`src/rtl/multicycle_controller.sv`:
```
// Multi-cycle RV32I main control FSM: sequences FETCH/DECODE/EXEC/MEM/WB with
// memory-ready waits, optional wait timeout, and a sticky TRAP for illegal opcodes.
module multicycle_controller #(
    parameter int unsigned TIMEOUT_CYCLES = 16,
    parameter bit          SUPPORT_UPPER  = 1'b1,
    parameter int unsigned ALUOP_W        = 2
) (
    input  logic               clk,
    input  logic               reset,
    input  logic [6:0]         Opcode,
    input  logic               branch_taken,
    input  logic               imem_ready,
    input  logic               dmem_ready,
    output logic               imem_req,
    output logic               ir_write,
    output logic               pc_write,
    output logic [1:0]         pc_sel,
    output logic               alu_a_pc,
    output logic               ALUSrc,
    output logic [ALUOP_W-1:0] ALUOp,
    output logic               dmem_req,
    output logic               MemWrite,
    output logic               RegWrite,
    output logic [1:0]         WBSel,
    output logic               illegal_instr,
    output logic               timeout,
    output logic [2:0]         state
);

    // Handshake: a request stays high every cycle until its ready is sampled high;
    // the cycle with ready high completes the transfer and advances the FSM.

    typedef enum logic [2:0] {
        S_IDLE   = 3'd0,
        S_FETCH  = 3'd1,
        S_DECODE = 3'd2,
        S_EXEC   = 3'd3,
        S_MEM    = 3'd4,
        S_WB     = 3'd5,
        S_TRAP   = 3'd6
    } state_e;

    typedef enum logic [3:0] {
        CL_NONE, CL_R, CL_I, CL_LOAD, CL_STORE,
        CL_BRANCH, CL_JAL, CL_JALR, CL_LUI, CL_AUIPC
    } op_class_e;

    localparam int unsigned CNT_W = (TIMEOUT_CYCLES > 0) ? $clog2(TIMEOUT_CYCLES + 1) : 1;

    state_e          state_q, state_d;
    op_class_e       class_q, class_d;
    logic [CNT_W-1:0] cnt_q, cnt_d;
    logic            illegal_q, illegal_d;
    logic            timeout_q, timeout_d;

    logic [CNT_W:0]  cnt_inc;
    logic            limit_hit;
    op_class_e       decoded;
    logic [1:0]      alu_op2;

    function automatic op_class_e decode_op(input logic [6:0] op);
        op_class_e cl;
        cl = CL_NONE;
        case (op)
            7'b0110011: cl = CL_R;
            7'b0010011: cl = CL_I;
            7'b0000011: cl = CL_LOAD;
            7'b0100011: cl = CL_STORE;
            7'b1100011: cl = CL_BRANCH;
            7'b1101111: cl = CL_JAL;
            7'b1100111: cl = CL_JALR;
            7'b0110111: if (SUPPORT_UPPER) cl = CL_LUI;
            7'b0010111: if (SUPPORT_UPPER) cl = CL_AUIPC;
            default:    cl = CL_NONE;
        endcase
        return cl;
    endfunction

    // The wait counter is only nonzero while stalled; any state change clears it.
    always_comb begin
        cnt_inc   = {1'b0, cnt_q} + (CNT_W + 1)'(1);
        limit_hit = (TIMEOUT_CYCLES != 0) && (32'(cnt_inc) == TIMEOUT_CYCLES);
        decoded   = decode_op(Opcode);
    end

    always_comb begin
        state_d   = state_q;
        class_d   = class_q;
        cnt_d     = '0;
        illegal_d = illegal_q;
        timeout_d = timeout_q;
        unique case (state_q)
            S_IDLE: state_d = S_FETCH;
            S_FETCH: begin
                if (imem_ready) begin
                    state_d = S_DECODE;
                end else if (limit_hit) begin
                    state_d   = S_TRAP;
                    timeout_d = 1'b1;
                end else begin
                    cnt_d = (TIMEOUT_CYCLES != 0) ? cnt_inc[CNT_W-1:0] : '0;
                end
            end
            S_DECODE: begin
                class_d = decoded;
                if (decoded == CL_NONE) begin
                    state_d   = S_TRAP;
                    illegal_d = 1'b1;
                end else begin
                    state_d = S_EXEC;
                end
            end
            S_EXEC: begin
                case (class_q)
                    CL_LOAD, CL_STORE: state_d = S_MEM;
                    CL_BRANCH:         state_d = S_FETCH;
                    default:           state_d = S_WB;
                endcase
            end
            S_MEM: begin
                if (dmem_ready) begin
                    state_d = (class_q == CL_LOAD) ? S_WB : S_FETCH;
                end else if (limit_hit) begin
                    state_d   = S_TRAP;
                    timeout_d = 1'b1;
                end else begin
                    cnt_d = (TIMEOUT_CYCLES != 0) ? cnt_inc[CNT_W-1:0] : '0;
                end
            end
            S_WB:    state_d = S_FETCH;
            S_TRAP:  state_d = S_TRAP;
            default: state_d = S_IDLE;
        endcase
    end

    always_ff @(posedge clk or posedge reset) begin
        if (reset) begin
            state_q   <= S_IDLE;
            class_q   <= CL_NONE;
            cnt_q     <= '0;
            illegal_q <= 1'b0;
            timeout_q <= 1'b0;
        end else begin
            state_q   <= state_d;
            class_q   <= class_d;
            cnt_q     <= cnt_d;
            illegal_q <= illegal_d;
            timeout_q <= timeout_d;
        end
    end

    // Strobes are decoded from the registered state, so reset forces them low at once.
    always_comb begin
        imem_req = 1'b0;
        ir_write = 1'b0;
        pc_write = 1'b0;
        pc_sel   = 2'b00;
        alu_a_pc = 1'b0;
        ALUSrc   = 1'b0;
        alu_op2  = 2'b00;
        dmem_req = 1'b0;
        MemWrite = 1'b0;
        RegWrite = 1'b0;
        WBSel    = 2'b00;
        unique case (state_q)
            S_FETCH: begin
                imem_req = 1'b1;
                if (imem_ready) begin
                    ir_write = 1'b1;
                    pc_write = 1'b1;
                end
            end
            S_EXEC: begin
                case (class_q)
                    CL_R:              alu_op2 = 2'b10;
                    CL_I: begin
                        alu_op2 = 2'b10;
                        ALUSrc  = 1'b1;
                    end
                    CL_LOAD, CL_STORE: ALUSrc = 1'b1;
                    CL_BRANCH: begin
                        alu_op2 = 2'b01;
                        if (branch_taken) begin
                            pc_write = 1'b1;
                            pc_sel   = 2'b01;
                        end
                    end
                    CL_JAL: begin
                        alu_a_pc = 1'b1;
                        ALUSrc   = 1'b1;
                        pc_write = 1'b1;
                        pc_sel   = 2'b01;
                    end
                    CL_JALR: begin
                        ALUSrc   = 1'b1;
                        pc_write = 1'b1;
                        pc_sel   = 2'b10;
                    end
                    CL_LUI: begin
                        alu_op2 = 2'b11;
                        ALUSrc  = 1'b1;
                    end
                    CL_AUIPC: begin
                        alu_a_pc = 1'b1;
                        ALUSrc   = 1'b1;
                    end
                    default: ;
                endcase
            end
            S_MEM: begin
                dmem_req = 1'b1;
                MemWrite = (class_q == CL_STORE);
            end
            S_WB: begin
                RegWrite = 1'b1;
                case (class_q)
                    CL_LOAD:         WBSel = 2'b01;
                    CL_JAL, CL_JALR: WBSel = 2'b10;
                    default:         WBSel = 2'b00;
                endcase
            end
            default: ;
        endcase
    end

    assign ALUOp         = ALUOP_W'(alu_op2);
    assign illegal_instr = illegal_q;
    assign timeout       = timeout_q;
    assign state         = state_q;

endmodule

```
`config.mk`:
```
export PLATFORM = sky130hd
export DESIGN_NAME = multicycle_controller
export DESIGN_NICKNAME = d
export VERILOG_FILES = /design/src/rtl/multicycle_controller.sv
export SDC_FILE = /design/constraint.sdc
export NUM_CORES = 1
export LEC_CHECK = 0
export BUFFER_PORTS_ARGS = -buffer_cell sky130_fd_sc_hd__buf_2
export CAP_MARGIN = 20
export CORE_MARGIN = 3
export CORE_UTILIZATION = 46
export DETAILED_ROUTE_END_ITERATION = 7
export PLACE_DENSITY = 0.74
export SLEW_MARGIN = 10
export SYNTH_ARGS = -nofsm -noshare
export SYNTH_HDL_FRONTEND = slang
export SYNTH_SLANG_ARGS = --single-unit
```
`constraint.sdc`:
```
create_clock -name clk -period 1.3 [get_ports clk]
set_input_delay 0.26 -clock clk [delete_from_list [all_inputs] [get_ports clk]]
set_output_delay 0.26 -clock clk [all_outputs]
set_load 0.005 [all_outputs]
```
==> summary.txt, run 1 <==
Final layout
  – Fin util: 89.9%
  – Antenna diodes: 0
  – Commonest cells after routing, fill and taps aside: buf_4, buf_2, buf_6, nand2_1, dfrtp_1
  – Most common cell after layout, fill and taps aside: buf_4
  – Syn-to-layout area delta: 74.8%
  – Finished Layout Cells: 230
  – Filler instances: slightly below 90
  – Nets: approximately 220
  – Fraction of layout cells with a size suffix above 1: between 60 and 70%
  – Area occupied by multi-input gates: about 810 µm²
  – Seq. cell area: between 300 and 400 µm²

Clock tree
  – Post-CTS Hold Fix Bufs: 0
  – CTS tree: built
  – Max Root-Sink Buffers: 2
  – Root Buffer: clkbuf_4
  – Clk_lat worst skew: between 0.2 and 0.3 ns
  – Clk slew on worst S/H paths: 0.09 ns
  – Clock tree sinks: 14
  – CTS Buf Count: 3
  – H-tree Lvls: 1

Timing
  – Final Hold Vio Count: 14
  – Highest clock rate: roughly 560 MHz
  – Final Skew: between 0.001 and 0.0015 ns
  – Max Transition Viols Final: 0
  – Worst Tran Pin Value: approximately 0.54 ns
  – PnR worst setup slack: -0.490 ns
  – RSZ-0062 raised after global routing: true
  – Final setup TNS: -7.22 ns
  – Setup violators final: 28
  – Minimum clock period: approximately 1.8 ns
  – Hold slack final: -0.00512 ns
  – Final period util: 138%
  – Slew HR: roughly 64%

Logic synthesis
  – Yosys top cell area share: between 30% and 40%
  – Syn. warnings: 0
  – FF+latch count, synth: 14
  – Synth area leaders: dfrtp_1, nand2_1, nor2_1
  – Synthesized area per cell: between 8 and 9 µm²
  – Main synth FF type: dfrtp_1
  – Netlist cell types: 46
  – Post-synth EDFFs: 0
  – Post-synthesis cell count: between 100 and 150
  – Cell area after synthesis: between 1000 and 1500 µm²
  – Seq/Total Area, Yosys: roughly a third
  – Post-synth top area cell: dfrtp_1
  – Async SR Flop Fraction: 100%
  – Syn nets: between 100 and 150

Critical path
  – Flop2flop setup slack: -0.32 ns
  – Crit-path slowest cell: dfrtp_1
  – Worst setup path end: pc_write
  – Worst Path Required: 1.04 ns
  – Crit path launch type: flip-flop
  – Worst setup path class: flip-flop to primary output
  – Crit path buf inv count: 1
  – Stages on worst setup path: 4
  – CP peak stage delay: roughly 0.46 ns
  – Element type at the critical path end: primary output
  – R2R cell count: 6
  – CP arrival: 1.53 ns
  – Crit path max-delay family: simple AND/OR/NAND/NOR gates
  – R2R Path Start: state[0]
  – Reg2Reg Capture Point: state[0]
  – CP cell instances: nor2b_4 -> and3_4 -> o21bai_1 -> buf_2
  – Crit-path max FO: 5
  – Crit path launch: state[0]

Job
  – Max_cap viols: 0

Detailed routing
  – # DRC: 0
  – Routed Antenna Nets: 0
  – Mean number of vias per cell: a little over 6
  – Initial DRC count: between 70 and 80
  – Vias: 1395
  – Post-DR wirelength/cell: 20.4 µm
  – Final WL: ~4.7 mm
  – Drt first pass iters: 4

Floorplan
  – Core Region: about 2100 µm²
  – Starting Density: between 50 and 60%
  – Io pins: 31
  – Cell Rows: 16
  – Chip height: about 54 µm
  – Die Footprint: slightly below 3000 µm²
  – Die X: between 50 and 60 µm

Placed design
  – IO buf count: 30
  – Placed Instances: 201
  – DP HPWL: around 2.1 mm
  – GPL Wtd Cong: approximately 0.84

Min path
  – HP Class: primary input to async pin

Outcome
  – Failing checks: negative hold slack, negative setup slack
  – Run status: complete, but fails checks

Pwr
  – Peak supply drop: approximately 1.5 mV
  – Cell Pwr Density: between 2000 and 2500 nW/µm²
  – Leakage power: approximately 0.86 nW

Global route
  – Antenna violations before repair: 0
  – Congestion Overflow GR: 0
  – GRT Total Usage: about a quarter
  – Largest net degree at the start of global routing: 15
  – Vias in the first global route: around 1.2k
  – First-pass GRT wire length: 5.33 mm
==> how the worst min path moves through the flow <==
stage	end	slack [ns]	cells after the start
2_1_floorplan	class_q[0]	0.15	1
3_5_place_dp	cnt_q[1]	0.32	2
4_1_cts	cnt_q[1]	0.005	2
5_1_grt	cnt_q[3]	0.03	2
3_3_place_gp	timeout	0.33	2
6_report	cnt_q[1]	-0.005	2
==> logic make-up after synthesis <==
kind of cell | count (synthesis) | share of synthesized area (%)
and+or+nand+nor | 65 | 33.6
xor gates and xnor gates | 4 | 3.30
buffers and inverters | 14 | 5.42
adders and majority gates | 1 | 1.18
muxes | 1 | 1.06
DFF | 14 | 33.0
AOI/OAI and AO/OA | 30 | 22.4
==> cells in the mapped netlist (3+ instances only) <==
| cell | instances |
|---|---|
| nand3_1 | 4 |
| and2_1 | 3 |
| clkbuf_1 | 3 |
| nand4b_1 | 3 |
| nand2b_1 | 5 |
| nor3_1 | 7 |
| nor2_1 | 13 |
| dfrtp_1 | 14 |
| o21bai_1 | 4 |
| a21oi_1 | 8 |
| nand2_1 | 17 |
| inv_1 | 7 |
| xor2_1 | 3 |
==> stage by stage <==
stage	setup WS [ns]	area (µm²)	power (mW)
6_report	-0.490	1850	3.74
5_1_grt	-0.542	1850	3.88
3_3_place_gp	-0.0343	1380	2.03
3_5_place_dp	-0.0919	1380	2.08
2_1_floorplan	0.00831	1060	1.48
4_1_cts	-0.408	1620	2.93
==> registers in the layout, summed over array words and instances (netlist names) <==
name	cells
cnt_q	5
class_q	4
state	3
illegal_instr	1
timeout	1
==> cell type report <==
cell class | instances | share of cell area, %
clock buffer | 4 | 1.96
inverter | 9 | 2.09
multi-input combinational | 101 | 43.7
sequential | 14 | 19.2
tap | 27 | 1.82
timing repair buffer | 75 | 31.2
==> layer usage <==
| layer | share of wire, % | vias to the layer above | wire [µm] | GRT usage (%) |
|---|---|---|---|---|
| met2 | 47 | 116 | 2220 | 46.8 |
| met5 | 0 | - | 0 | 0 |
| met4 | 5.1 | 0 | 241 | 10.8 |
| met1 | 38 | 640 | 1770 | 29.7 |
| li1 | - | 611 | - | - |
| met3 | 9.8 | 28 | 457 | 4.16 |
==> where the power goes <==
part	internal (mW)	total (mW)	switching, mW
Clock	0.171	0.327	0.156
Sequential	0.558	0.744	0.186
Combinational	1.38	2.67	1.29
==> timing repair <==
item	4_1_cts	5_1_grt
gates resized for setup	30	37
setup buffers	13	14
setup endpoints to repair	20	28
pin swaps	15	13
Power figures use the tool's default switching activity.
==> run 2, diff against run 1 <==
Settings changed: CORE_UTILIZATION 46 to 30, PLACE_DENSITY 0.74 to 0.52.
==> run 2 against run 1 <==
The run ends with negative setup slack left. Total power grew 1.7%. Clock skew grew 0.0046 ns. Sequential power shrank 4.4%. Sequential share of layout area shrank 1.5 points. Final cell count grew 11%. Register-to-register slack gained 0.06 ns. Largest power group unchanged. Global-route usage shrank 9.1 points.
==> summary.txt, run 2 (synthesized netlist as in run 1, its figures left out) <==
Outcome
  – Run status: complete, but fails checks
  – Failing checks: negative setup slack

Floorplan
  – Chip height: around 65 µm
  – Core Region: between 3000 and 4000 µm²
  – Io pins: 31
  – Starting Density: around 33%
  – Die Footprint: around 4300 µm²
  – Cell Rows: 20
  – Die X: approximately 65 µm

Timing
  – Hold slack final: a little under 0.007 ns
  – RSZ-0062 raised after global routing: true
  – Final period util: 124%
  – Final Skew: approximately 0.0057 ns
  – Minimum clock period: approximately 1.6 ns
  – Final Hold Vio Count: 0
  – Worst Tran Pin Value: 0.543 ns
  – Final setup TNS: -5.05 ns
  – Max Transition Viols Final: 0
  – Setup violators final: 29
  – Highest clock rate: between 600 and 700 MHz
  – Slew HR: between 60% and 70%
  – PnR worst setup slack: -0.312 ns

Final layout
  – Commonest cells after routing, fill and taps aside: buf_4, buf_2, buf_6, nand2_1, dfrtp_1
  – Nets: 226
  – Reg with most FFs: cnt_q
  – Fin util: 62.2%
  – Fraction of layout cells with a size suffix above 1: between 60 and 70%
  – Most common cell after layout, fill and taps aside: buf_4
  – Antenna diodes: 0
  – Max reg flops: 5
  – Syn-to-layout area delta: 87.7%

Detailed routing
  – Routed Antenna Nets: 0
  – Post-DR wirelength/cell: between 10 and 15 µm
  – Initial DRC count: a little under 60
  – Mean number of vias per cell: ~5
  – Drt first pass iters: 4
  – Final WL: 3.79 mm
  – # DRC: 0
  – Vias: between 1k and 1.5k

Clock tree
  – Clk_lat worst skew: about 0.28 ns
  – H-tree Lvls: 1
  – Clk slew on worst S/H paths: roughly 0.090 ns
  – Post-CTS Hold Fix Bufs: 0
  – CTS Buf Count: 3
  – Max Root-Sink Buffers: 2
  – Root Buffer: clkbuf_4
  – CTS tree: built
  – Clock tree sinks: 14

Global route
  – Antenna violations before repair: 0
  – Vias in the first global route: 1259
  – GRT Total Usage: between 10% and 20%
  – Congestion Overflow GR: 0
  – First-pass GRT wire length: 5.76 mm
  – Largest net degree at the start of global routing: 15

Placed design
  – IO buf count: 30
  – DP HPWL: between 2 and 2.5 mm
  – GPL Wtd Cong: ~0.79

Pwr
  – Peak supply drop: approximately 0.69 mV
  – Leakage power: around 0.9 nW
  – Cell Pwr Density: 1910 nW/µm²

Critical path
  – Element type at the critical path end: primary output
  – Worst Path Required: between 1 and 1.5 ns
  – Crit path launch type: flip-flop
  – CP arrival: about 1.4 ns
  – Crit path launch: state[2]
  – Crit-path max FO: 5
  – Worst setup path class: flip-flop to primary output
  – R2R Path Start: state[0]

Job
  – Max_cap viols: 0

Min path
  – HP Class: primary input to async pin
[run 2: worst max-delay path, stage by stage, from the launching register on]
cell	delay, ns
dfrtp_2	0.45
nor2b_4	0.19
buf_4	0.14
buf_6	0.09
nand2_4	0.04
inv_2	0.05
buf_2	0.10
[run 2: routing by layer]
metal / part of all wire (%) / up-vias / track usage (%)
met2: 54 / 26 / 30.1
met4: 2.4 / 0 / 3.89
met3: 3.5 / 8 / 2.22
met5: 0 / - / 0
met1: 40 / 628 / 21.0
li1: - / 624 / -
[run 2: layout make-up]
class,instances,area [µm²]
Clock buffer,4,36.3
Fill cell,285,1210
Inverter,9,36.3
Multi-Input combinational cell,101,865
Sequential cell,14,354
Tap cell,44,55.1
Timing Repair Buffer,84,646
[run 2: stage by stage]
stage	total power, mW	cell area, µm²	setup slack (ns)	std cells
5_1_grt	4.05	1990	-0.405	256
4_1_cts	3.16	1770	-0.305	245
3_5_place_dp	2.19	1460	-0.0975	227
2_1_floorplan	1.48	1060	0.00831	129
6_report	3.81	1990	-0.312	256
3_3_place_gp	2.17	1460	-0.0853	227
[run 2: timing repair]
action / CTS / global route
gates cloned: 0 / 1
endpoints found under the hold margin: 0 / 0
pin swaps: 10 / 20
resized for setup: 45 / 32
setup endpoints to repair: 22 / 30
setup buffers: 14 / 12
[run 2: path summary, 6_finish.rpt]
kind / end / slack [ns] / depth (start not counted)
setup / recovery: imem_req / -0.31 / 6
hold / removal: timeout / 0.007 / 2
setup reg to reg: class_q[3] / -0.26 / 7
hold reg to reg: timeout / 0.48 / 1
max in group asynchronous: class_q[2] / 0.90 / 2
min in group clk: class_q[3] / 0.27 / 2
[run 2: power breakdown]
group          switching (mW)  internal [mW]
clock                   0.141          0.170
combinational            1.26           1.52
sequential              0.157          0.554
total                    1.56           2.25
==> run 3, diff against run 2 <==
==> constraint.sdc (replaced) <==
create_clock -name clk -period 1.3 [get_ports clk]
set_input_delay 0.065 -clock clk [delete_from_list [all_inputs] [get_ports clk]]
set_output_delay 0.065 -clock clk [all_outputs]
set_load 0.005 [all_outputs]
==> run 3 against run 2 <==
The run still ends with negative setup slack left. First-iteration DRC count grew 29%. Worst hold slack gained 0.051 ns. Via count shrank 9.4%. Clock skew is essentially flat. Wire length shrank 20%. Count of clock-buffer cells in the layout is the same. Sequential power shrank 5.2%. Critical endpoint is now MemWrite.
==> summary.txt, run 3 (synthesized netlist as in run 1, its figures left out) <==
Job
  – Max_cap viols: 0

Detailed routing
  – Initial DRC count: 75
  – # DRC: 0
  – Final WL: ~3 mm
  – Vias: 1165
  – Drt first pass iters: 4
  – Routed Antenna Nets: 0
  – Mean number of vias per cell: about 4.9
  – Post-DR wirelength/cell: approximately 13 µm

Timing
  – Max Transition Viols Final: 0
  – Slew HR: between 60 and 70%
  – Setup violators final: 19
  – Worst Tran Pin Value: roughly 0.57 ns
  – Minimum clock period: 1.50 ns
  – Final Skew: about 0.0056 ns
  – Final setup TNS: -1.79 ns
  – Final period util: 116%
  – Hold slack final: about 0.058 ns
  – Highest clock rate: 665 MHz
  – Final Hold Vio Count: 0
  – RSZ-0062 raised after global routing: true
  – PnR worst setup slack: -0.203 ns

Placed design
  – IO buf count: 30
  – DP HPWL: around 2.2 mm
  – Placed Instances: between 200 and 250
  – GPL Wtd Cong: about 0.77

Final layout
  – Filler instances: between 300 and 400
  – Fraction of layout cells with a size suffix above 1: 59.3%
  – Max reg flops: 5
  – Area occupied by multi-input gates: 797 µm²
  – Commonest cells after routing, fill and taps aside: buf_2, buf_4, nand2_1, buf_6
  – Reg with most FFs: cnt_q
  – Nets: 208
  – Antenna diodes: 0
  – Most common cell after layout, fill and taps aside: buf_2
  – Finished Layout Cells: around 240
  – Syn-to-layout area delta: 65.0%
  – Seq. cell area: between 300 and 400 µm²

Pwr
  – Sw Pwr: ~1.2 mW
  – Register share of total power: between 20% and 30%
  – Logic gate share of total power: around two thirds
  – Peak supply drop: 0.473 mV
  – Leakage power: 0.807 nW
  – Cell Pwr Density: ~1800 nW/µm²
  – Int Pwr: approximately 1.9 mW
  – Switching Fraction: 39.5%
  – Clock power frac: between 10% and 20%

Critical path
  – Worst setup path class: flip-flop to primary output
  – Crit-path max FO: 5
  – Worst Path Required: roughly 1.2 ns
  – Element type at the critical path end: primary output
  – CP arrival: about 1.4 ns
  – Crit path launch: state[2]
  – R2R cell count: 6
  – Reg2Reg Capture Point: class_q[3]
  – R2R Path Start: state[2]
  – Flop2flop setup slack: -0.17 ns
  – Worst setup path end: MemWrite
  – Crit path launch type: flip-flop

Clock tree
  – CTS tree: built
  – Root Buffer: clkbuf_4
  – Clk_lat worst skew: roughly 0.28 ns
  – CTS Buf Count: 3
  – Max Root-Sink Buffers: 2
  – Clk slew on worst S/H paths: roughly 0.09 ns
  – H-tree Lvls: 1
  – Clock tree sinks: 14

Floorplan
  – Core Region: ~3200 µm²
  – Cell Rows: 20
  – Io pins: 31
  – Die X: 65.5 µm
  – Starting Density: about 33%
  – Die Footprint: 4290 µm²
  – Chip height: 65.5 µm

Global route
  – Largest net degree at the start of global routing: 15
  – Congestion Overflow GR: 0
  – GRT Total Usage: 14.7%
  – First-pass GRT wire length: 4.93 mm
  – Antenna violations before repair: 0
  – Vias in the first global route: ~1.1k

Outcome
  – Run status: complete, but fails checks
  – Failing checks: negative setup slack

Min path
  – HP Class: primary input to flip-flop
-- run 3: power groups by stage --
| stage | clock (mW) | sequential [mW] | combinational, mW |
|---|---|---|---|
| floorplan | 0 | 0.658 | 0.814 |
| global placement | 0 | 0.698 | 1.36 |
| detailed placement | 0 | 0.702 | 1.38 |
| CTS | 0.336 | 0.664 | 1.77 |
| global route | 0.352 | 0.691 | 2.34 |
| finish | 0.319 | 0.674 | 2.15 |
-- run 3: final cells by class --
class | count | share of cell area [%]
multi-input cells | 101 | 45.5
repair buffers | 66 | 26.8
flip-flops and latches | 14 | 20.4
well taps | 44 | 3.15
clock buffers | 4 | 2.07
inverters | 9 | 2.07
-- run 3: routing by layer --
metal,global-route usage (%),up-vias,wire length [µm]
met5,0,-,0
met4,5.44,0,18
met3,2.74,2,150
met2,23.0,26,1460
met1,20.0,549,1420
li1,-,588,-
-- run 3: how the worst min path moves through the flow --
stage                          from  slack [ns]  cells past startpoint       endpoint
after floorplan               reset       -0.05                      1     class_q[0]
after global placement        reset        0.15                      2  illegal_instr
after detailed placement      reset        0.15                      2  illegal_instr
after CTS                 Opcode[6]        0.05                      2     class_q[3]
after global routing      Opcode[6]        0.04                      2     class_q[3]
final                     Opcode[6]        0.06                      2     class_q[3]
-- run 3: what timing repair did --
item                                   CTS  global route
setup endpoints to repair               19            25
gates resized for setup                 22            35
pin swaps                                4            11
endpoints found under the hold margin   14             0
hold buffers                             1             0
buffers inserted                         7            11
gates cloned                             0             0
-- run 3: critical path, cell delays in order (launching register included) --
cell and delay [ns]:
dfrtp_2 0.44, buf_4 0.14, buf_6 0.13, buf_6 0.13, nand2_4 0.06, nor2_2 0.04, and2_1 0.12, buf_2 0.12
-- run 3: through the flow --
stage / util, % / cell area, µm² / setup WS (ns) / total power, mW
2_1_floorplan: - / 1060 / 0.00831 / 1.47
3_3_place_gp: 43.5 / 1390 / 0.0000525 / 2.06
3_5_place_dp: 43.5 / 1390 / -0.0502 / 2.08
4_1_cts: 48.9 / 1570 / -0.164 / 2.77
5_1_grt: 54.6 / 1750 / -0.262 / 3.38
6_report: 54.6 / 1750 / -0.203 / 3.15
